**src/rtl/muldiv_pkg.sv**
```systemverilog
// muldiv_pkg: op encodings and FSM states shared by the mul/div unit
package muldiv_pkg;
    typedef enum logic [2:0] {
        OP_MULT  = 3'b000,
        OP_MULTU = 3'b001,
        OP_DIV   = 3'b010,
        OP_DIVU  = 3'b011,
        OP_MTHI  = 3'b100,
        OP_MTLO  = 3'b101
    } op_e;
    typedef enum logic [1:0] {IDLE, RUN, FIX} state_e;
endpackage

```
**src/rtl/muldiv_if.sv**
```systemverilog
// muldiv_if: request/result bundle between a requester and the mul/div unit
interface muldiv_if #(parameter int WIDTH = 32);
    logic             start;
    logic [2:0]       op;
    logic [WIDTH-1:0] a;
    logic [WIDTH-1:0] b;
    logic             busy;
    logic             done;
    logic [WIDTH-1:0] hi;
    logic [WIDTH-1:0] lo;
    logic             div_by_zero;
    logic             ovf;
    modport master(output start, op, a, b, input busy, done, hi, lo, div_by_zero, ovf);
    modport slave(input start, op, a, b, output busy, done, hi, lo, div_by_zero, ovf);
endinterface

```
**src/rtl/muldiv_signfix.sv**
```systemverilog
// muldiv_signfix: turns magnitude results into signed hi/lo
module muldiv_signfix #(parameter int WIDTH = 32) (
    input  logic [2*WIDTH-1:0] mag,
    input  logic               is_div,
    input  logic               sq,
    input  logic               sr,
    output logic [WIDTH-1:0]   hi,
    output logic [WIDTH-1:0]   lo
);
    logic [2*WIDTH-1:0] p;
    // product negates as one 2W word; quotient and remainder negate independently
    always_comb begin
        p  = sq ? -mag : mag;
        hi = is_div ? (sr ? -mag[2*WIDTH-1:WIDTH] : mag[2*WIDTH-1:WIDTH]) : p[2*WIDTH-1:WIDTH];
        lo = is_div ? (sq ? -mag[WIDTH-1:0] : mag[WIDTH-1:0]) : p[WIDTH-1:0];
    end
endmodule

```
**src/rtl/muldiv_unit.sv**
```systemverilog
// muldiv_unit: iterative radix-2 multiply/divide with HI/LO result registers
module muldiv_unit import muldiv_pkg::*; #(parameter int WIDTH = 32) (
    input logic     clk,
    input logic     rst_n,
    muldiv_if.slave bus
);
    localparam int CW = $clog2(WIDTH);
    localparam logic [WIDTH-1:0] MIN = {1'b1, {(WIDTH-1){1'b0}}};
    state_e             state;
    logic [CW-1:0]      cnt;
    logic [2*WIDTH-1:0] acc, nxt;
    logic [WIDTH-1:0]   bm, am, bmn, fhi, flo;
    logic [WIDTH:0]     opa, opb, sum;
    logic               is_div, sq, sr, dz, ov, sgn, sa, sb;
    // operand magnitudes at accept, and one shared add/sub step on acc = {hi_part, lo_part}
    always_comb begin
        sgn = bus.op == OP_MULT || bus.op == OP_DIV;
        sa  = sgn & bus.a[WIDTH-1];
        sb  = sgn & bus.b[WIDTH-1];
        am  = sa ? -bus.a : bus.a;
        bmn = sb ? -bus.b : bus.b;
        opa = is_div ? acc[2*WIDTH-1:WIDTH-1] : {1'b0, acc[2*WIDTH-1:WIDTH]};
        opb = (is_div || acc[0]) ? {1'b0, bm} : '0;
        sum = is_div ? opa - opb : opa + opb;
        nxt = is_div ? (sum[WIDTH] ? {acc[2*WIDTH-2:0], 1'b0} : {sum[WIDTH-1:0], acc[WIDTH-2:0], 1'b1})
                     : {sum, acc[WIDTH-1:1]};
    end
    muldiv_signfix #(.WIDTH(WIDTH)) u_fix (.mag(acc), .is_div(is_div), .sq(sq), .sr(sr), .hi(fhi), .lo(flo));
    // control FSM: accept, WIDTH iteration steps, then one cycle to publish the result
    always_ff @(posedge clk or negedge rst_n) begin
        if (!rst_n) begin
            state           <= IDLE;
            cnt             <= '0;
            acc             <= '0;
            bm              <= '0;
            is_div          <= 1'b0;
            sq              <= 1'b0;
            sr              <= 1'b0;
            dz              <= 1'b0;
            ov              <= 1'b0;
            bus.busy        <= 1'b0;
            bus.done        <= 1'b0;
            bus.div_by_zero <= 1'b0;
            bus.ovf         <= 1'b0;
            bus.hi          <= '0;
            bus.lo          <= '0;
        end else begin
            bus.done        <= 1'b0;
            bus.div_by_zero <= 1'b0;
            bus.ovf         <= 1'b0;
            case (state)
                IDLE: if (bus.start) begin
                    if (!bus.op[2]) begin
                        state    <= RUN;
                        bus.busy <= 1'b1;
                        cnt      <= '0;
                        acc      <= {{WIDTH{1'b0}}, am};
                        bm       <= bmn;
                        is_div   <= bus.op[1];
                        sq       <= sa ^ sb;
                        sr       <= sa;
                        dz       <= bus.op[1] && bus.b == '0;
                        ov       <= bus.op == OP_DIV && bus.a == MIN && bus.b == '1;
                    end else if (bus.op == OP_MTHI) bus.hi <= bus.a;
                    else if (bus.op == OP_MTLO) bus.lo <= bus.a;
                end
                RUN: begin
                    acc <= nxt;
                    cnt <= cnt + 1'b1;
                    if (cnt == CW'(WIDTH - 1)) state <= FIX;
                end
                FIX: begin
                    state           <= IDLE;
                    bus.busy        <= 1'b0;
                    bus.done        <= 1'b1;
                    bus.hi          <= fhi;
                    bus.lo          <= dz ? '1 : flo;
                    bus.div_by_zero <= dz;
                    bus.ovf         <= ov;
                end
                default: state <= IDLE;
            endcase
        end
    end
endmodule

```
**src/flat_wrapper.sv**
```systemverilog
// flat-port wrapper written by rule: the top's interface ports become plain ports
module muldiv_unit_flat import muldiv_pkg::*;
#(parameter int WIDTH = 32)
  (clk, rst_n, bus_start, bus_op, bus_a, bus_b, bus_busy, bus_done, bus_hi, bus_lo, bus_div_by_zero, bus_ovf);
  muldiv_if #(.WIDTH(WIDTH)) bus_i ();
  input logic clk;
  input logic rst_n;
  input wire logic [$bits(bus_i.start)-1:0] bus_start;
  input wire logic [$bits(bus_i.op)-1:0] bus_op;
  input wire logic [$bits(bus_i.a)-1:0] bus_a;
  input wire logic [$bits(bus_i.b)-1:0] bus_b;
  output wire logic [$bits(bus_i.busy)-1:0] bus_busy;
  output wire logic [$bits(bus_i.done)-1:0] bus_done;
  output wire logic [$bits(bus_i.hi)-1:0] bus_hi;
  output wire logic [$bits(bus_i.lo)-1:0] bus_lo;
  output wire logic [$bits(bus_i.div_by_zero)-1:0] bus_div_by_zero;
  output wire logic [$bits(bus_i.ovf)-1:0] bus_ovf;
  assign bus_i.start = bus_start;
  assign bus_i.op = bus_op;
  assign bus_i.a = bus_a;
  assign bus_i.b = bus_b;
  assign bus_busy = bus_i.busy;
  assign bus_done = bus_i.done;
  assign bus_hi = bus_i.hi;
  assign bus_lo = bus_i.lo;
  assign bus_div_by_zero = bus_i.div_by_zero;
  assign bus_ovf = bus_i.ovf;
  muldiv_unit #(.WIDTH(WIDTH)) u_core (.clk(clk), .rst_n(rst_n), .bus(bus_i));
endmodule
```
**config.mk**
```make
export PLATFORM = sky130hd
export DESIGN_NAME = muldiv_unit_flat
export DESIGN_NICKNAME = d
export VERILOG_FILES = /design/src/rtl/muldiv_pkg.sv /design/src/rtl/muldiv_if.sv /design/src/rtl/muldiv_signfix.sv /design/src/rtl/muldiv_unit.sv /design/src/flat_wrapper.sv
export SDC_FILE = /design/constraint.sdc
export NUM_CORES = 1
export LEC_CHECK = 0
export ABC_CLOCK_PERIOD_IN_PS = 11400
export CORE_MARGIN = 2
export CORE_UTILIZATION = 62
export CTS_BUF_LIST = sky130_fd_sc_hd__clkbuf_4
export DETAILED_ROUTE_END_ITERATION = 10
export GPL_TIMING_DRIVEN = 0
export HOLD_SLACK_MARGIN = 0.1
export PLACE_DENSITY = 0.93
export SLEW_MARGIN = 20
export SYNTH_ARGS = -nofsm -noshare
export SYNTH_HDL_FRONTEND = slang
export SYNTH_SLANG_ARGS = --single-unit
```
**constraint.sdc**
```tcl
create_clock -name clk -period 11.4 [get_ports clk]
set_clock_uncertainty 0.15 [all_clocks]
set_input_delay 2.28 -clock clk [delete_from_list [all_inputs] [get_ports clk]]
set_output_delay 2.28 -clock clk [all_outputs]
set_load 0.02 [all_outputs]
```
Word-level counts from Yosys, hierarchy flattened. Cells that the tools add are included.

Register bits after elaboration: 176. Bits of input ports: 70. Output and inout port bits: 68. Logic and storage cells: 96.

Add/subtract/negate cells: 8. Eq/ne operators: 15. Muxes and demuxes: 38. Bitwise operators: 4. Reductions and logical operators: 16.

Operator list (count): 2-to-1 mux 32 bit (15); 2-to-1 mux 64 bit (5); negator 32 bit (4); one-hot mux 32 bit (2 select lines) (2); one-hot mux 64 bit (2 select lines) (1); 2-to-1 mux 33 bit (2); equality test 32 bit, second input constant (2); negator 64 bit (1); adder 33 bit (1); subtractor 33 bit (1); logical NOT 32 bit (1); AND reduction 3 bit (4); 2-to-1 mux 5 bit (2); one-hot mux 5 bit (2 select lines) (1); inequality test 2 bit, second input constant (4); equality test 3 bit, second input constant (2); 2-to-1 mux 2 bit (3); inequality test 2 x 1 -> 1 bit, second input constant (3); adder 5 x 1 -> 5 bit, second input constant (1); equality test 5 bit, second input constant (1); 2-to-1 mux 1 bit (5); AND reduction 5 bit (1); one-hot mux 2 bit (2 select lines) (1); AND reduction 4 bit (1); other kinds (12) (17).

Logic depth before layout (Yosys ltp).
Depth in word-level cells: 7. Gate-level depth with buffers: 23. Depth with buffers taken out: 19.

Modules after synthesis. From an unflattened synthesis, not the netlist that was laid out.

Cells, all modules: 1773. Area, all modules: 14348.8 µm².

Modules (own cells, without submodules): muldiv_unit (instances 1, cells each 1519, area each 12622.1 µm², sequential area each 4404.2 µm²); muldiv_signfix (instances 1, cells each 254, area each 1726.7 µm², sequential area each 0.0 µm²).

Worst setup path after synthesis. OpenSTA, ideal clock, no wires.

Path kind: register to register. Start: register u_core.is_div. End: register u_core.acc[54]. Setup time: 83 ps. Data arrival time: 4675 ps. Data required time: 11167 ps. Slack: 6493 ps. Cell stages (with the launch flop): 23. Path buffers: 3. Clock period less this slack: 4907 ps. Path through: dfrtp_1 clkbuf_1 or2_2 clkbuf_1 nand2_1 ha_1 o21a_1 o21a_1 o21a_1 and2_1 buf_2 nand2_1 a31oi_1 o22ai_1 ha_1 and4_1 nand2_1 or4_1 a21oi_2 nor2_4 xnor2_4 mux2_2 o21ai_0.

Word-level cells in the longest chain between the ends: 7. Elaborated cells on any way between the ends: 9. Classes of those cells: add/sub (2); mux (6); reduce/logical (1).

Ends and longest elaborated chain: start: declaration (RTL line muldiv_unit.sv:14) `logic is_div, sq, sr, dz, ov, sgn, sa, sb;`; start signal: assignment (RTL line muldiv_unit.sv:59) `is_div <= bus.op[1];`; logical OR 1 bit (RTL line muldiv_unit.sv:23) `opb = (is_div || acc[0]) ? {1'b0, bm} : '0;`; 2-to-1 mux 32 bit (RTL line muldiv_unit.sv:23); adder 33 bit / subtractor 33 bit (equally long branches) (RTL line muldiv_unit.sv:24) `sum = is_div ? opa - opb : opa + opb;`; 2-to-1 mux 33 bit (RTL line muldiv_unit.sv:24); 2-to-1 mux 64 bit (RTL line muldiv_unit.sv:25) `nxt = is_div ? (sum[WIDTH] ? {acc[2*WIDTH-2:0], 1'b0} : {sum[WIDTH-1:0], acc[WIDTH-2:0], 1'b1})`; 2-to-1 mux 64 bit * (RTL line muldiv_unit.sv:25); one-hot mux 64 bit (2 select lines) * (RTL line muldiv_unit.sv:51) `case (state)`; end signal: assignment (RTL line muldiv_unit.sv:57) `acc <= {{WIDTH{1'b0}}, am};`; end signal: assignment (RTL line muldiv_unit.sv:68) `acc <= nxt;`; end: declaration (RTL line muldiv_unit.sv:11) `logic [2*WIDTH-1:0] acc, nxt;`.

Mark *: on every way between the ends. The rest lies on a longest branch, timed or not. A chain may end at the register's enable or synchronous reset.

Final worst setup path.
Start: register u_core.is_div. End: register u_core.acc[57].

Same word-level chain as after synthesis.

==> out/metrics.csv <==
stage,metric,value,unit
run_status,outcome,completed,
synthesis,Post-Syn Nets,1817,
routing,Pre-antenna DRT Iters,8,
synthesis,Yosys Warn Count,0,
worst_setup_path,Critical R2R Capture,u_core.acc[57],
worst_setup_path,Setup Crit Path Kind,flip-flop to flip-flop,
routing,via count,14800,
timing,Setup TNS,0,ns
placement,Routability Congestion,0.961,
timing,Fmax achieved,0.161,GHz
cts,H-tree depth,4,
synthesis,"Seq/Total Area, Yosys",30.8,%
cells_and_area,share of cells above drive strength 1,6.24,%
synthesis,"EDFF count, synth",0,
worst_setup_path,startpoint types,flip-flop,
synthesis,synthesized area per cell,8.37,sq um
grt,initial antenna violation count,1,
synthesis,top cell type by total area after synthesis,dfrtp_1,
grt,Tot GR Track Use,40.5,%
synthesis,Synth area leaders,"dfrtp_1 31%, mux2i_1 6.4%, xor2_1 6.1%",
worst_hold_path,hold path cells,2,
timing,RSZ-0062 raised after global routing,false,
routing,DRC viols,0,
grt,global route overflow,0,
worst_setup_path,CP Data Arrival Time,6.58,ns
cells_and_area,"commonest non-fill, non-tap cell in the layout",nand2_1,
cts,# Post-CTS Setup Buffers,0,
timing,Max Slew Vio Count,0,
routing,initial DRC count,1693,
run,max cap viols,0,
worst_setup_path,crit-path cells,"clkbuf_1, or2_2, clkbuf_1, nand2_1, ha_1, o21a_1, o21a_1, o21a_1, and2_1, buf_2, a21o_1, a21oi_1, ha_1, buf_2, nand4_1, or4_1, a211oi_1, nor3b_1, o31ai_1, xor2_1, mux2i_1, o21ai_0",
worst_setup_path,r2r startpoint,u_core.is_div,
routing,final WL,49000,um
worst_hold_path,worst min-delay path category,flip-flop to flip-flop,
timing,final hold violation count,0,
worst_setup_path,worst-case reg-to-reg path depth,22,
synthesis,Post-Syn Instances,1706,
timing,Tmin final,6.22,ns
synthesis,Seq cells post-synth,176,
cells_and_area,Multi-input gate area,0.00933,sq mm
placement,HPWL Detailed,37700,um
worst_setup_path,R2R setup slack,5.18,ns
floorplan,die height,156,um
worst_setup_path,"most used cell, CP",o21a_1,
worst_setup_path,CP Max Fanout,10,
worst_hold_path,Hold Crit Start,u_core.bus.busy,
cells_and_area,final net count,1973,
routing,post-route ant nets,0,
floorplan,Initial Util,63.1,%
floorplan,width of the die,156,um
worst_setup_path,CP Buf/Inv Count,4,
synthesis,Post-Synthesis Cell Area,0.0143,sq mm
floorplan,Cell Rows,55,
cts,Clock Tree Buf Depth,2,
cts,clk sink count,176,
cells_and_area,"commonest cells after routing, fill and taps aside","185 x nand2_1, 176 x dfrtp_1, 142 x o21ai_0, 135 x clkdlybuf4s50_1, 119 x a21oi_1",
worst_setup_path,CP max stage cell,or4_1,
floorplan,Ports,138,
routing,Avg WL per Cell,22.7,um
cts,"Hold-fix buffers, CTS",0,
floorplan,core area,0.0226,sq mm
worst_setup_path,Critical Path Max Stage Delay,0.47,ns
worst_hold_path,Hold Path End,u_core.bus.busy,
synthesis,post-synth top area share,30.8,%
routing,vias per inst,6.85,
timing,crit share post-route,54.5,%
worst_setup_path,"Largest delay share family, worst path",compound AO/OA/AOI/OAI gates,
cells_and_area,number of fill cells,1758,
timing,Worst-Margin Slew,0.931,ns
grt,largest net degree at the start of global routing,92,
cts,Resize count post-CTS,0,
timing,Max-slew headroom,38.0,%
cts,Clock Latency Late Sink,0.63,ns
synthesis,Synth Flop Type,dfrtp_1,
worst_setup_path,CP Capture Type,flip-flop,
timing,Finish-stage setup viols,0,
grt,global-route wire length before repair,77000,um
cells_and_area,FF/Latch Area,0.00440,sq mm
placement,# port buffers,136,
synthesis,Cell variety after synth,78,
cts,clk slew on worst S/H paths,0.16,ns
cts,CTS Root Cell,clkbuf_4,
synthesis,share of flip-flops with an asynchronous set or reset,100,%
worst_setup_path,Critical Path RT,11.76,ns
cells_and_area,P&R area growth vs syn,14.2,%
floorplan,Die ar.,0.0243,sq mm
cts,CTS tree,done,
cts,Num CTS Buffers,17,
grt,vias in the first global route,13900,
worst min-delay path, stage by stage (launching register included):
cell and delay, ns:
dfrtp_1 0.38, nand2_1 0.05, nand2_1 0.06
cell families after synthesis:
kind of cell | synth area share, %
xor+xnor | 9.71
fa+ha+maj | 3.64
simple gates | 18.3
compound gates | 24.3
buf+inv | 3.83
mux | 9.36
flops | 30.8
cell type report:
cell class	instances	area share, %
well taps	285	2.19
repair buffers	137	8.54
clock inverters	15	0.920
clock buffers	17	0.782
inverters	22	0.506
multi-input cells	1393	57.2
diodes	1	0.0153
plain buffers	115	2.85
flip-flops and latches	176	27.0
how the worst max path moves through the flow:
| stage | start | end | slack (ns) | depth (start not counted) |
|---|---|---|---|---|
| floorplan | u_core.is_div | u_core.acc[54] | 6.49 | 22 |
| detailed placement | u_core.is_div | u_core.acc[57] | 5.43 | 22 |
| finish | u_core.is_div | u_core.acc[57] | 5.18 | 22 |
| CTS | u_core.is_div | u_core.acc[57] | 5.37 | 22 |
| global placement | rst_n | u_core.acc[42] | 0.81 | 1 |
| global route | u_core.is_div | u_core.acc[50] | 4.83 | 22 |
flip-flops by register name (all words and copies together) (netlist names):
signal / count
u_core.bus.busy: 1
u_core.bus.div_by_zero: 1
u_core.state: 2
u_core.bus.hi: 32
u_core.bm: 32
u_core.sq: 1
u_core.dz: 1
u_core.acc: 64
u_core.ov: 1
u_core.bus.ovf: 1
u_core.is_div: 1
u_core.bus.done: 1
u_core.cnt: 5
u_core.sr: 1
u_core.bus.lo: 32
routing by layer:
metal  vias up  GRT usage, %  wire, um
li1       6593             -         -
met3       219          6.17      4580
met5         -             0         0
met4         0          22.1      3030
met2       961          66.0     22600
met1      7029          51.9     18800
stage by stage:
stage / hold slack (ns) / std cells / area, sq um / util, % / setup slack (ns)
after detailed placement: 0.321 / 2128 / 16000 / 70.8 / 5.43
final: 0.355 / 2161 / 16300 / 72.1 / 5.18
after floorplan: 0.297 / 1706 / 14300 / - / 6.49
after global routing: 0.389 / 2161 / 16300 / 72.1 / 4.83
after global placement: 0.312 / 2127 / 16000 / 70.7 / 0.810
after CTS: 0.356 / 2160 / 16300 / 72.0 / 5.37
synthesized netlist by cell type, drive strengths merged (10+ instances only):
cell / n
and2: 18
mux2i: 92
mux2: 37
clkbuf: 95
a22oi: 60
a21oi: 121
o41ai: 15
nor4: 13
and3: 10
o21ai: 158
nand3: 14
xor2: 99
a211oi: 40
xnor2: 55
nor3: 43
or4: 18
o22ai: 14
dfrtp: 176
inv: 21
nor2b: 32
o211ai: 10
a21o: 17
o31ai: 23
a31oi: 17
nor2: 111
nand4: 22
or3: 22
o221ai: 20
buf: 20
nand2: 185
nand2b: 19
ha: 40
Power is not shown: default switching activity piles up to over one toggle a cycle in this logic, so the estimate is an artifact.
